[config.mk]
export PLATFORM = sky130hd
export DESIGN_NAME = vector_sequencer_flat
export DESIGN_NICKNAME = d
export VERILOG_FILES = /design/src/rtl/vector_sequencer_pkg.sv /design/src/rtl/vector_sequencer_if.sv /design/src/rtl/vseq_delay_line.sv /design/src/rtl/vector_sequencer.sv /design/src/flat_wrapper.sv
export SDC_FILE = /design/constraint.sdc
export NUM_CORES = 1
export LEC_CHECK = 0
export CAP_MARGIN = 20
export CORE_ASPECT_RATIO = 0.8
export CORE_MARGIN = 2
export CORE_UTILIZATION = 60
export CTS_CLUSTER_SIZE = 28
export DETAILED_ROUTE_END_ITERATION = 10
export MAX_ROUTING_LAYER = met4
export PLACE_DENSITY = 0.77
export SETUP_SLACK_MARGIN = 0.5
export SYNTH_ARGS = -nofsm -noshare
export SYNTH_HDL_FRONTEND = slang
export SYNTH_SLANG_ARGS = --single-unit
export TNS_END_PERCENT = 10
[constraint.sdc]
create_clock -name clk -period 4.7 [get_ports clk]
set_clock_uncertainty 0.05 [all_clocks]
set_input_delay 1.175 -clock clk [delete_from_list [all_inputs] [get_ports clk]]
set_output_delay 1.175 -clock clk [all_outputs]
set_load 0.01 [all_outputs]
[src/rtl/vector_sequencer_pkg.sv]
// Shared types and helpers for the vector sequencer.
// Lane compare helper works on a widened bus so any lane geometry fits.
package vector_sequencer_pkg;

    typedef enum logic [1:0] {
        IDLE,
        RUN,
        DRAIN,
        DONE
    } state_t;

    localparam int MAX_CH  = 16;
    localparam int MAX_BUS = 128;

    function automatic logic [MAX_CH-1:0] lane_mismatch(
        input logic [MAX_BUS-1:0] a,
        input logic [MAX_BUS-1:0] b,
        input int unsigned        dw
    );
        logic [MAX_CH-1:0] m;
        m = '0;
        for (int unsigned k = 0; k < MAX_BUS; k++) begin
            if (a[k] != b[k]) begin
                m = m | (MAX_CH'(1) << (k / dw));
            end
        end
        return m;
    endfunction

endpackage

[src/rtl/vector_sequencer_if.sv]
// Loader and DUT-facing bus of the vector sequencer.
// master = sequencer side, slave = host loader / DUT side.
interface vector_sequencer_if #(
    parameter int DATA_W   = 8,
    parameter int CHANNELS = 2,
    parameter int DEPTH    = 16
);
    localparam int BW = CHANNELS * DATA_W;
    localparam int AW = $clog2(DEPTH);

    logic          load_en;
    logic [AW-1:0] load_addr;
    logic [BW-1:0] load_stim;
    logic [BW-1:0] load_exp;
    logic          stim_valid;
    logic [BW-1:0] stim_data;
    logic [BW-1:0] dut_data;

    modport master (
        input  load_en, load_addr, load_stim, load_exp,
        output stim_valid, stim_data,
        input  dut_data
    );

    modport slave (
        output load_en, load_addr, load_stim, load_exp,
        input  stim_valid, stim_data,
        output dut_data
    );

endinterface

[src/rtl/vseq_delay_line.sv]
// Async-reset shift register carrying {valid, idx} alongside the DUT.
// Output appears LATENCY cycles after the input.
module vseq_delay_line #(
    parameter int W       = 5,
    parameter int LATENCY = 2
) (
    input  logic         clk,
    input  logic         rst,
    input  logic [W-1:0] d,
    output logic [W-1:0] q
);

    logic [W-1:0] sr [LATENCY];

    // shift one stage per cycle, cleared on reset
    always_ff @(posedge clk or negedge rst) begin
        if (!rst) begin
            for (int i = 0; i < LATENCY; i++) begin
                sr[i] <= '0;
            end
        end else begin
            sr[0] <= d;
            for (int i = 1; i < LATENCY; i++) begin
                sr[i] <= sr[i-1];
            end
        end
    end

    assign q = sr[LATENCY-1];

endmodule

[src/rtl/vector_sequencer.sv]
// Stimulus replay and response checking engine for DUT bring-up.
// Issues preloaded vectors one per cycle and compares DUT output after LATENCY.
module vector_sequencer
    import vector_sequencer_pkg::*;
#(
    parameter int  DATA_W   = 8,
    parameter int  CHANNELS = 2,
    parameter int  DEPTH    = 16,
    parameter int  LATENCY  = 2,
    localparam int AW       = $clog2(DEPTH),
    localparam int BW       = CHANNELS * DATA_W
) (
    input  logic                  clk,
    input  logic                  rst,
    vector_sequencer_if.master    bus,
    input  logic [AW:0]           num_vec,
    input  logic                  start,
    input  logic                  abort,
    output logic                  busy,
    output logic                  done,
    output logic                  pass,
    output logic [AW:0]           err_count,
    output logic [CHANNELS-1:0]   err_lane_mask,
    output logic [AW-1:0]         first_err_idx
);

    localparam int CW = $clog2(LATENCY + 1) + 1;

    state_t            state;
    state_t            state_nx;
    logic [AW:0]       rd_idx;
    logic [AW:0]       num_q;
    logic [CW-1:0]     drain_cnt;
    logic              aborted;
    logic              issue;
    logic              num_ok;
    logic [BW-1:0]     stim_mem [DEPTH];
    logic [BW-1:0]     exp_mem  [DEPTH];
    logic [BW-1:0]     exp_q;
    logic              dl_valid;
    logic [AW-1:0]     dl_idx;
    logic              cmp_valid;
    logic [AW-1:0]     cmp_idx;
    logic [MAX_CH-1:0] mm_all;
    logic [CHANNELS-1:0] mm;
    logic              hit;
    logic              unused_mm;

    assign busy   = (state == RUN) || (state == DRAIN);
    assign num_ok = (num_vec != '0) && (num_vec <= (AW+1)'(DEPTH));

    // next-state decode; a run ends after the last issue or on abort
    always_comb begin
        state_nx = state;
        issue    = 1'b0;
        unique case (state)
            IDLE: begin
                if (start) begin
                    state_nx = num_ok ? RUN : DONE;
                end
            end
            RUN: begin
                issue = 1'b1;
                if (abort || (rd_idx == num_q - (AW+1)'(1))) begin
                    state_nx = DRAIN;
                end
            end
            DRAIN: begin
                if (drain_cnt == CW'(LATENCY)) begin
                    state_nx = DONE;
                end
            end
            DONE: begin
                state_nx = IDLE;
            end
            default: begin
                state_nx = IDLE;
            end
        endcase
    end

    // state register
    always_ff @(posedge clk or negedge rst) begin
        if (!rst) begin
            state <= IDLE;
        end else begin
            state <= state_nx;
        end
    end

    // vector RAMs: writes blocked during a run, expect read one cycle ahead of compare
    always_ff @(posedge clk) begin
        if (bus.load_en && !busy) begin
            stim_mem[bus.load_addr] <= bus.load_stim;
            exp_mem[bus.load_addr]  <= bus.load_exp;
        end
        exp_q <= exp_mem[dl_idx];
    end

    // issue side: registered stimulus, read index and run length
    always_ff @(posedge clk or negedge rst) begin
        if (!rst) begin
            bus.stim_valid <= 1'b0;
            bus.stim_data  <= '0;
            rd_idx         <= '0;
            num_q          <= '0;
            drain_cnt      <= '0;
        end else begin
            bus.stim_valid <= issue;
            if (issue) begin
                bus.stim_data <= stim_mem[rd_idx[AW-1:0]];
                rd_idx        <= rd_idx + (AW+1)'(1);
            end
            if (state == IDLE && start) begin
                rd_idx <= '0;
                num_q  <= num_vec;
            end
            if (state == DRAIN) begin
                drain_cnt <= drain_cnt + CW'(1);
            end else begin
                drain_cnt <= '0;
            end
        end
    end

    vseq_delay_line #(
        .W       (AW + 1),
        .LATENCY (LATENCY)
    ) u_dly (
        .clk (clk),
        .rst (rst),
        .d   ({issue, rd_idx[AW-1:0]}),
        .q   ({dl_valid, dl_idx})
    );

    // final stage lines up with exp_q
    always_ff @(posedge clk or negedge rst) begin
        if (!rst) begin
            cmp_valid <= 1'b0;
            cmp_idx   <= '0;
        end else begin
            cmp_valid <= dl_valid;
            cmp_idx   <= dl_idx;
        end
    end

    assign mm_all = lane_mismatch(MAX_BUS'(bus.dut_data), MAX_BUS'(exp_q), DATA_W);
    assign mm        = mm_all[CHANNELS-1:0];
    assign unused_mm = ^mm_all[MAX_CH-1:CHANNELS];
    assign hit       = cmp_valid && (|mm);

    // result tracking; pass folds in a mismatch landing on the final drain cycle
    always_ff @(posedge clk or negedge rst) begin
        if (!rst) begin
            done          <= 1'b0;
            pass          <= 1'b0;
            aborted       <= 1'b0;
            err_count     <= '0;
            err_lane_mask <= '0;
            first_err_idx <= '0;
        end else begin
            done <= (state_nx == DONE);
            if (state == IDLE && start) begin
                pass          <= 1'b0;
                aborted       <= 1'b0;
                err_count     <= '0;
                err_lane_mask <= '0;
                first_err_idx <= '0;
            end else if (hit) begin
                if (err_count != (AW+1)'(DEPTH)) begin
                    err_count <= err_count + (AW+1)'(1);
                end
                err_lane_mask <= err_lane_mask | mm;
                if (err_count == '0) begin
                    first_err_idx <= cmp_idx;
                end
            end
            if (state == RUN && abort) begin
                aborted <= 1'b1;
            end
            if (state == DRAIN && state_nx == DONE) begin
                pass <= !aborted && (err_count == '0) && !hit;
            end
        end
    end

endmodule

[src/flat_wrapper.sv]
// flat-port wrapper written by rule: the top's interface ports become plain ports
module vector_sequencer_flat import vector_sequencer_pkg::*;
#(
    parameter int  DATA_W   = 8,
    parameter int  CHANNELS = 2,
    parameter int  DEPTH    = 16,
    parameter int  LATENCY  = 2,
    localparam int AW       = $clog2(DEPTH),
    localparam int BW       = CHANNELS * DATA_W
)
  (clk, rst, num_vec, start, abort, busy, done, pass, err_count, err_lane_mask, first_err_idx, bus_load_en, bus_load_addr, bus_load_stim, bus_load_exp, bus_stim_valid, bus_stim_data, bus_dut_data);
  vector_sequencer_if #(.DATA_W(DATA_W), .CHANNELS(CHANNELS), .DEPTH(DEPTH)) bus_i ();
  input  logic clk;
  input  logic rst;
  input  logic [AW:0] num_vec;
  input  logic start;
  input  logic abort;
  output logic busy;
  output logic done;
  output logic pass;
  output logic [AW:0] err_count;
  output logic [CHANNELS-1:0] err_lane_mask;
  output logic [AW-1:0] first_err_idx;
  input wire logic [$bits(bus_i.load_en)-1:0] bus_load_en;
  input wire logic [$bits(bus_i.load_addr)-1:0] bus_load_addr;
  input wire logic [$bits(bus_i.load_stim)-1:0] bus_load_stim;
  input wire logic [$bits(bus_i.load_exp)-1:0] bus_load_exp;
  output wire logic [$bits(bus_i.stim_valid)-1:0] bus_stim_valid;
  output wire logic [$bits(bus_i.stim_data)-1:0] bus_stim_data;
  input wire logic [$bits(bus_i.dut_data)-1:0] bus_dut_data;
  assign bus_i.load_en = bus_load_en;
  assign bus_i.load_addr = bus_load_addr;
  assign bus_i.load_stim = bus_load_stim;
  assign bus_i.load_exp = bus_load_exp;
  assign bus_stim_valid = bus_i.stim_valid;
  assign bus_stim_data = bus_i.stim_data;
  assign bus_i.dut_data = bus_dut_data;
  vector_sequencer #(.DATA_W(DATA_W), .CHANNELS(CHANNELS), .DEPTH(DEPTH), .LATENCY(LATENCY)) u_core (.clk(clk), .rst(rst), .bus(bus_i), .num_vec(num_vec), .start(start), .abort(abort), .busy(busy), .done(done), .pass(pass), .err_count(err_count), .err_lane_mask(err_lane_mask), .first_err_idx(first_err_idx));
endmodule
After elaboration in Yosys (flattened, before gate mapping)

Memories as Yosys holds them, arrays and structs flattened. A register that Yosys moved wholly into a read port is not among the register bits.
Cells that the tools add are included.

Register bits after elaboration: 45
Bits in latches: 0
Bits in writable memories: 512
Bits in read-only memories: 0
Input port bits: 62
Word-level logic and storage cells: 110
Memories kept: 2

Add/sub/neg operators: 4
Multipliers: 0
Div/mod/pow operators: 0
Order comparisons: 1
Eq/ne operators: 23
Shift operators: 0
Multiplexer cells: 38
Bitwise logic cells: 1
Reductions and logical operators: 26

Memory list:

| memory          | depth | bits a word | read ports | clocked after Yosys merged registers in | write ports | line                   | text |
|---|---|---|---|---|---|---|---|
| u_core.exp_mem  | 16    | 16          | 1          | 1                                       | 1           | vector_sequencer.sv:38 | `logic [BW-1:0] exp_mem [DEPTH];` |
| u_core.stim_mem | 16    | 16          | 1          | 1                                       | 1           | vector_sequencer.sv:37 | `logic [BW-1:0] stim_mem [DEPTH];` |

Operator list:

| operator                                                           | number |
|---|---|
| 2-bit two-way mux                                                  | 14 |
| 5-bit two-way mux                                                  | 5 |
| 1-bit inequality test                                              | 16 |
| 1-bit two-way mux                                                  | 14 |
| 4-bit two-way mux                                                  | 3 |
| 2-bit nonzero test                                                 | 6 |
| 5-bit by 1-bit adder with 5-bit output, second input constant      | 2 |
| 1-bit logical AND                                                  | 8 |
| 2-bit case mux with 4 select lines                                 | 1 |
| 2-bit == test, second input constant                               | 3 |
| 5-bit == test                                                      | 1 |
| 5-bit less-or-equal comparator, second input constant              | 1 |
| 5-bit zero test                                                    | 1 |
| 5-bit inequality test, second input constant                       | 1 |
| 5-bit nonzero test                                                 | 1 |
| 5-bit by 1-bit subtractor with 5-bit output, second input constant | 1 |
| 1-bit zero test                                                    | 4 |
| 2-bit AND reduction                                                | 2 |
| 3-bit by 1-bit adder with 3-bit output, second input constant      | 1 |
| 3-bit by 2-bit == test with 1-bit output, second input constant    | 1 |
| 3-bit two-way mux                                                  | 1 |
| 2-bit by 1-bit == test with 1-bit output, second input constant    | 1 |
| 2-bit zero test                                                    | 1 |
| 1-bit logical OR                                                   | 2 |
| 2 further kinds                                                    | 2 |

Longest topological paths before layout

Depth after elaboration: 22
Mapped depth: 9

By module

A second synthesis with hierarchy kept.

Cell total of the unflattened synthesis: 1,044
Area total of the unflattened synthesis: 22,500.3 µm²

Modules (own cells, without submodules):

| module           | instances | cells an instance | area each (µm²) |
|---|---|---|---|
| vector_sequencer | 1         | 1,029             | 22,212.6 |
| vseq_delay_line  | 1         | 15                | 287.8 |

Worst setup path before layout

OpenSTA, ideal clock, no wires.

Path type: input -> register
Start point: in bus_load_en
End point: mem u_core.exp_mem[2][0] (netlist bit), enable pin
Library setup time: 461 ps
Data arrival time: 3,935 ps
Setup slack: 254 ps
Cell stages on the path: 3
Cell sequence: nand2b_1 -> or3b_2 -> nor3_1

Longest elaborated chain between the ends: 3

Ends and longest elaborated chain:

| item                                    | line                   | text |
|---|---|---|
| start: declaration                      | flat_wrapper.sv:24     | `input wire logic [$bits(bus_i.load_en)-1:0] bus_load_en;` |
| 1-bit logical AND                       | vector_sequencer.sv:93 | `if (bus.load_en && !busy) begin` |
| 1-bit two-way mux                       | vector_sequencer.sv:93 |  |
| 1-bit two-way mux (implied by the code) | vector_sequencer.sv:95 | `exp_mem[bus.load_addr] <= bus.load_exp;` |
| end: declaration                        | vector_sequencer.sv:38 |  |

Every way passes these cells.

Worst setup path after layout

Start point: reg u_core.state[0]
End point: out busy

Longest elaborated chain between the ends: 2
Elaborated cells on any way between the ends: 3

Ends and longest elaborated chain:

| item                                                                      | line                   | text |
|---|---|---|
| start: declaration                                                        | vector_sequencer.sv:29 | `state_t state;` |
| start signal: assignment                                                  | vector_sequencer.sv:87 | `state <= state_nx;` |
| 2-bit by 1-bit == test with 1-bit output or 2-bit == test (tied branches) | vector_sequencer.sv:49 | `assign busy = (state == RUN) \|\| (state == DRAIN);` |
| 1-bit logical OR *                                                        | vector_sequencer.sv:49 |  |
| end: declaration                                                          | flat_wrapper.sv:18     | `output logic busy;` |

Mark *: on every way between the ends. The rest lies on a longest branch, timed or not.

==> results.yml <==
power_and_ir_drop:
  swShare_pct: 25.70
  p_int_w: 0.01043
  power_frac_comb_pct: 21.7
  clockPowerShare_pct: 31.5
  p_per_area_nw_per_um2: 544.1
  p_switching_w: 0.003607
  p_seq_share_pct: 46.8
  peakVddDrop_v: 0.0003846
  leakage_nw: 8.311
  finalPower_w: 0.01404
sta:
  timing.final.crit_period_ps: 3213
  timing.fmax_mhz: 311.3
  finalCritPeriodShare_pct: 68.35
  final-setup-viol-count: 0
  drv_slew: 0
  tns_ps: 0
  tightest_slew_ps: 1150
  hold_viol: 0
  grt_setup_unrepaired: "false"
  relSlewSlack_pct: 23.35
detailed_routing:
  first_pass_iters: 5
  vias_per_cell: 6.429
  vias: 10580
  ant_nets: 0
  dr.first_iter.drc_count: 1117
  wl_um: 47540
  drc: 0
  wl_per_cell_um: 28.90
die:
  row_count: 63
  start_util_pct: 60.53
  die_y_um: 176.4
  die_w_um: 219.5
  die-area_um2: 38700
  core_region_area_um2: 36810
  ioPinCount: 93
critical_path:
  crit_type: "flip-flop to output pin"
  ff2ff_setup_slack_ps: 1730
  critPathLaunchType: "flip-flop"
  required_ps: 3470
  crit_arrival_ps: 1990
  cp-end-kind: "output pin"
  path_cells: "inv_1 -> ha_1 -> clkdlybuf4s50_1"
  critical-path-slowest-cell: "clkdlybuf4s50_1"
  cp_max_fo: 5
  cp_slowest_stage_delay_ps: 550
synthesis:
  syn_area_per_cell_um2: 22.78
  netlist.area_leader.share_pct: 69.00
  ys.warnings.count: 0
  ys_ff_latch: 588
  syn-instance-count: 978
  synth_top_family_by_area: "multiplexers"
  synth_common_cells: "512 x edfxtp_1, 160 x mux4_2, 60 x dfrtp_1"
  yosysMostFrequentCell: "edfxtp_1"
  synth_edf_count: 512
  yosysUniqueCellTypes: 44
  synth_compound_area_share_pct: 0.9265
  synth-simple-area-share_pct: 1.999
  synth_mux_area_share_pct: 17.03
  synth-seq-area-share_pct: 77.17
  yosys.area.top_type: "edfxtp_1"
  synthAdderAreaFrac_pct: 0.5615
  synth-async-reset-ratio_pct: 10.20
  netlist_area_um2: 22280
  synth_xor_area_share_pct: 1.101
  synthesis.nets: 1050
  synth_ff_type: "edfxtp_1"
  synth_area_leaders: "edfxtp_1 69%, mux4_2 16%, dfrtp_1 6.7%, dfxtp_1 1.4%, xnor2_1 0.83%"
cts:
  ctsHtreeMaxLevel: 2
  post-cts-setup-buffer-count: 0
  path_clk_slew_ps: 70
  tritoncts: "built"
  cts_root_buf: "clkbuf_16"
  numCtsBuffers: 52
  clk_latency_ps: 570
  clock_sinks: 588
  cts_resized: 0
  clock_path_buffers: 3
  postCtsHoldBufs: 0
cells_and_area:
  syn2layout_area_growth_pct: 15.80
  final_cell_area_um2: 25800
  drive_gt1_share_pct: 27.14
  nets: 1189
placement:
  dpl.hpwl_um: 25280
  io_buffers: 92
  dpl_cell_area_um2: 24030
  routabilityCongestion: 0.7966
min_path:
  hp-class: "flip-flop to flip-flop"
grt:
  grt_max_degree: 43
  grt_antenna_before_repair: 0
  grt_overflow: 0
  grt_pass1_vias: 10960
  grt_pass1_wl_um: 71210
  grt.total_usage_pct: 26.48
run_status:
  status: "finished, final reports clean"
job:
  max_cap_violations: 0
[routing by layer]
metal | global-route usage, % | vias up | share of wire [%]
li1 | - | 4340 | -
met1 | 37.81 | 5620 | 40
met2 | 40.10 | 547 | 49
met3 | 5.823 | 68 | 9.0
met4 | 6.053 | 0 | 1.8
met5 | - | - | 0
[through the flow]
stage	hold WS [ps]	worst slack, ps	cells	utilization [%]
detailed placement	284.6	989.7	1550	65.27
global route	294.8	1411	1644	70.09
CTS	282.3	1488	1644	70.09
floorplan	281.2	373.4	978	-
global placement	283.2	1020	1550	65.27
finish	280.7	1487	1645	70.09
[area by class of cell]
class | count | area, um^2
fillers | 2109 | 11010
flip-flops and latches | 588 | 17210
diodes | 1 | 2.502
well taps | 487 | 609.3
repair buffers | 127 | 1241
clock inverters | 25 | 326.6
multi-input cells | 338 | 4932
clock buffers | 69 | 1446
inverters | 10 | 37.54
[sequential cells by signal, summed over array words and instances, names as in the netlist]
name                   flops
u_core.exp_mem           256
u_core.stim_mem          256
u_core.bus.stim_data      16
u_core.exp_q              16
u_core.err_count           5
u_core.num_q               5
u_core.rd_idx              5
u_core.u_dly.q             5
u_core.cmp_idx             4
u_core.first_err_idx       4
u_core.u_dly.sr            4
u_core.drain_cnt           3
u_core.err_lane_mask       2
u_core.state               2
u_core.aborted             1
u_core.bus.stim_valid      1
u_core.cmp_valid           1
u_core.done                1
u_core.pass                1
[cells by family after synthesis]
group | after synthesis
compound gates | 33
xor+xnor | 28
fa+ha+maj | 10
buf+inv | 52
flops | 588
mux | 177
simple gates | 90
[worst max-delay path, delay by kind of cell (launching register included)]
kind / cells / cell delay [ps]
adders and majority gates: 1 / 340
buffers and inverters: 2 / 660
DFF: 1 / 430
[power groups by stage]
stage                     logic (W)  clock network [W]  registers (W)
final                       0.00305            0.00442        0.00657
after global placement      0.00298                  0        0.00666
after detailed placement    0.00302                  0        0.00667
after floorplan             0.00230                  0        0.00641
after global routing        0.00326            0.00466        0.00663
after CTS                   0.00308            0.00448        0.00658
[cell usage in the layout, fill, tap and decap left out, drive strengths merged, types with 2 or more instances in the layout]
cell type	netlist	routed
clkdlybuf4s50	0	91
clkinv	0	14
nand4	6	6
and2	4	4
buf	25	36
ha	10	10
nor2b	6	6
inv	10	10
nor2	24	24
xor2	7	7
or3	5	5
nor3	5	5
o21ai	17	17
nand3	8	8
edfxtp	512	512
a21oi	5	5
xnor2	21	21
bufinv	0	8
clkbuf	17	69
nand2b	3	3
dfrtp	60	60
nand3b	2	2
o211ai	2	2
nand2	22	22
dfxtp	16	16
mux4	160	160
clkinvlp	0	3
mux2	16	16
[worst paths after layout]
kind | from | to | cells past startpoint
worst max-delay path | u_core.state[0]$_DFF_PN0_ | busy | 3
worst min-delay path | u_core.u_dly.sr[6]$_DFF_PN0_ | u_core.u_dly.q[1]$_DFF_PN0_ | 0
worst max register to register | u_core.state[0]$_DFF_PN0_ | u_core.stim_mem[10][11]$_DFFE_PP_ | 6
worst min register to register | u_core.u_dly.sr[6]$_DFF_PN0_ | u_core.u_dly.q[1]$_DFF_PN0_ | 0
max in group asynchronous | rst | u_core.rd_idx[0]$_DFFE_PN0P_ | 2
min in group asynchronous | rst | u_core.err_count[4]$_DFFE_PN0P_ | 1
No activity file was read; power rests on OpenSTA's default activity.
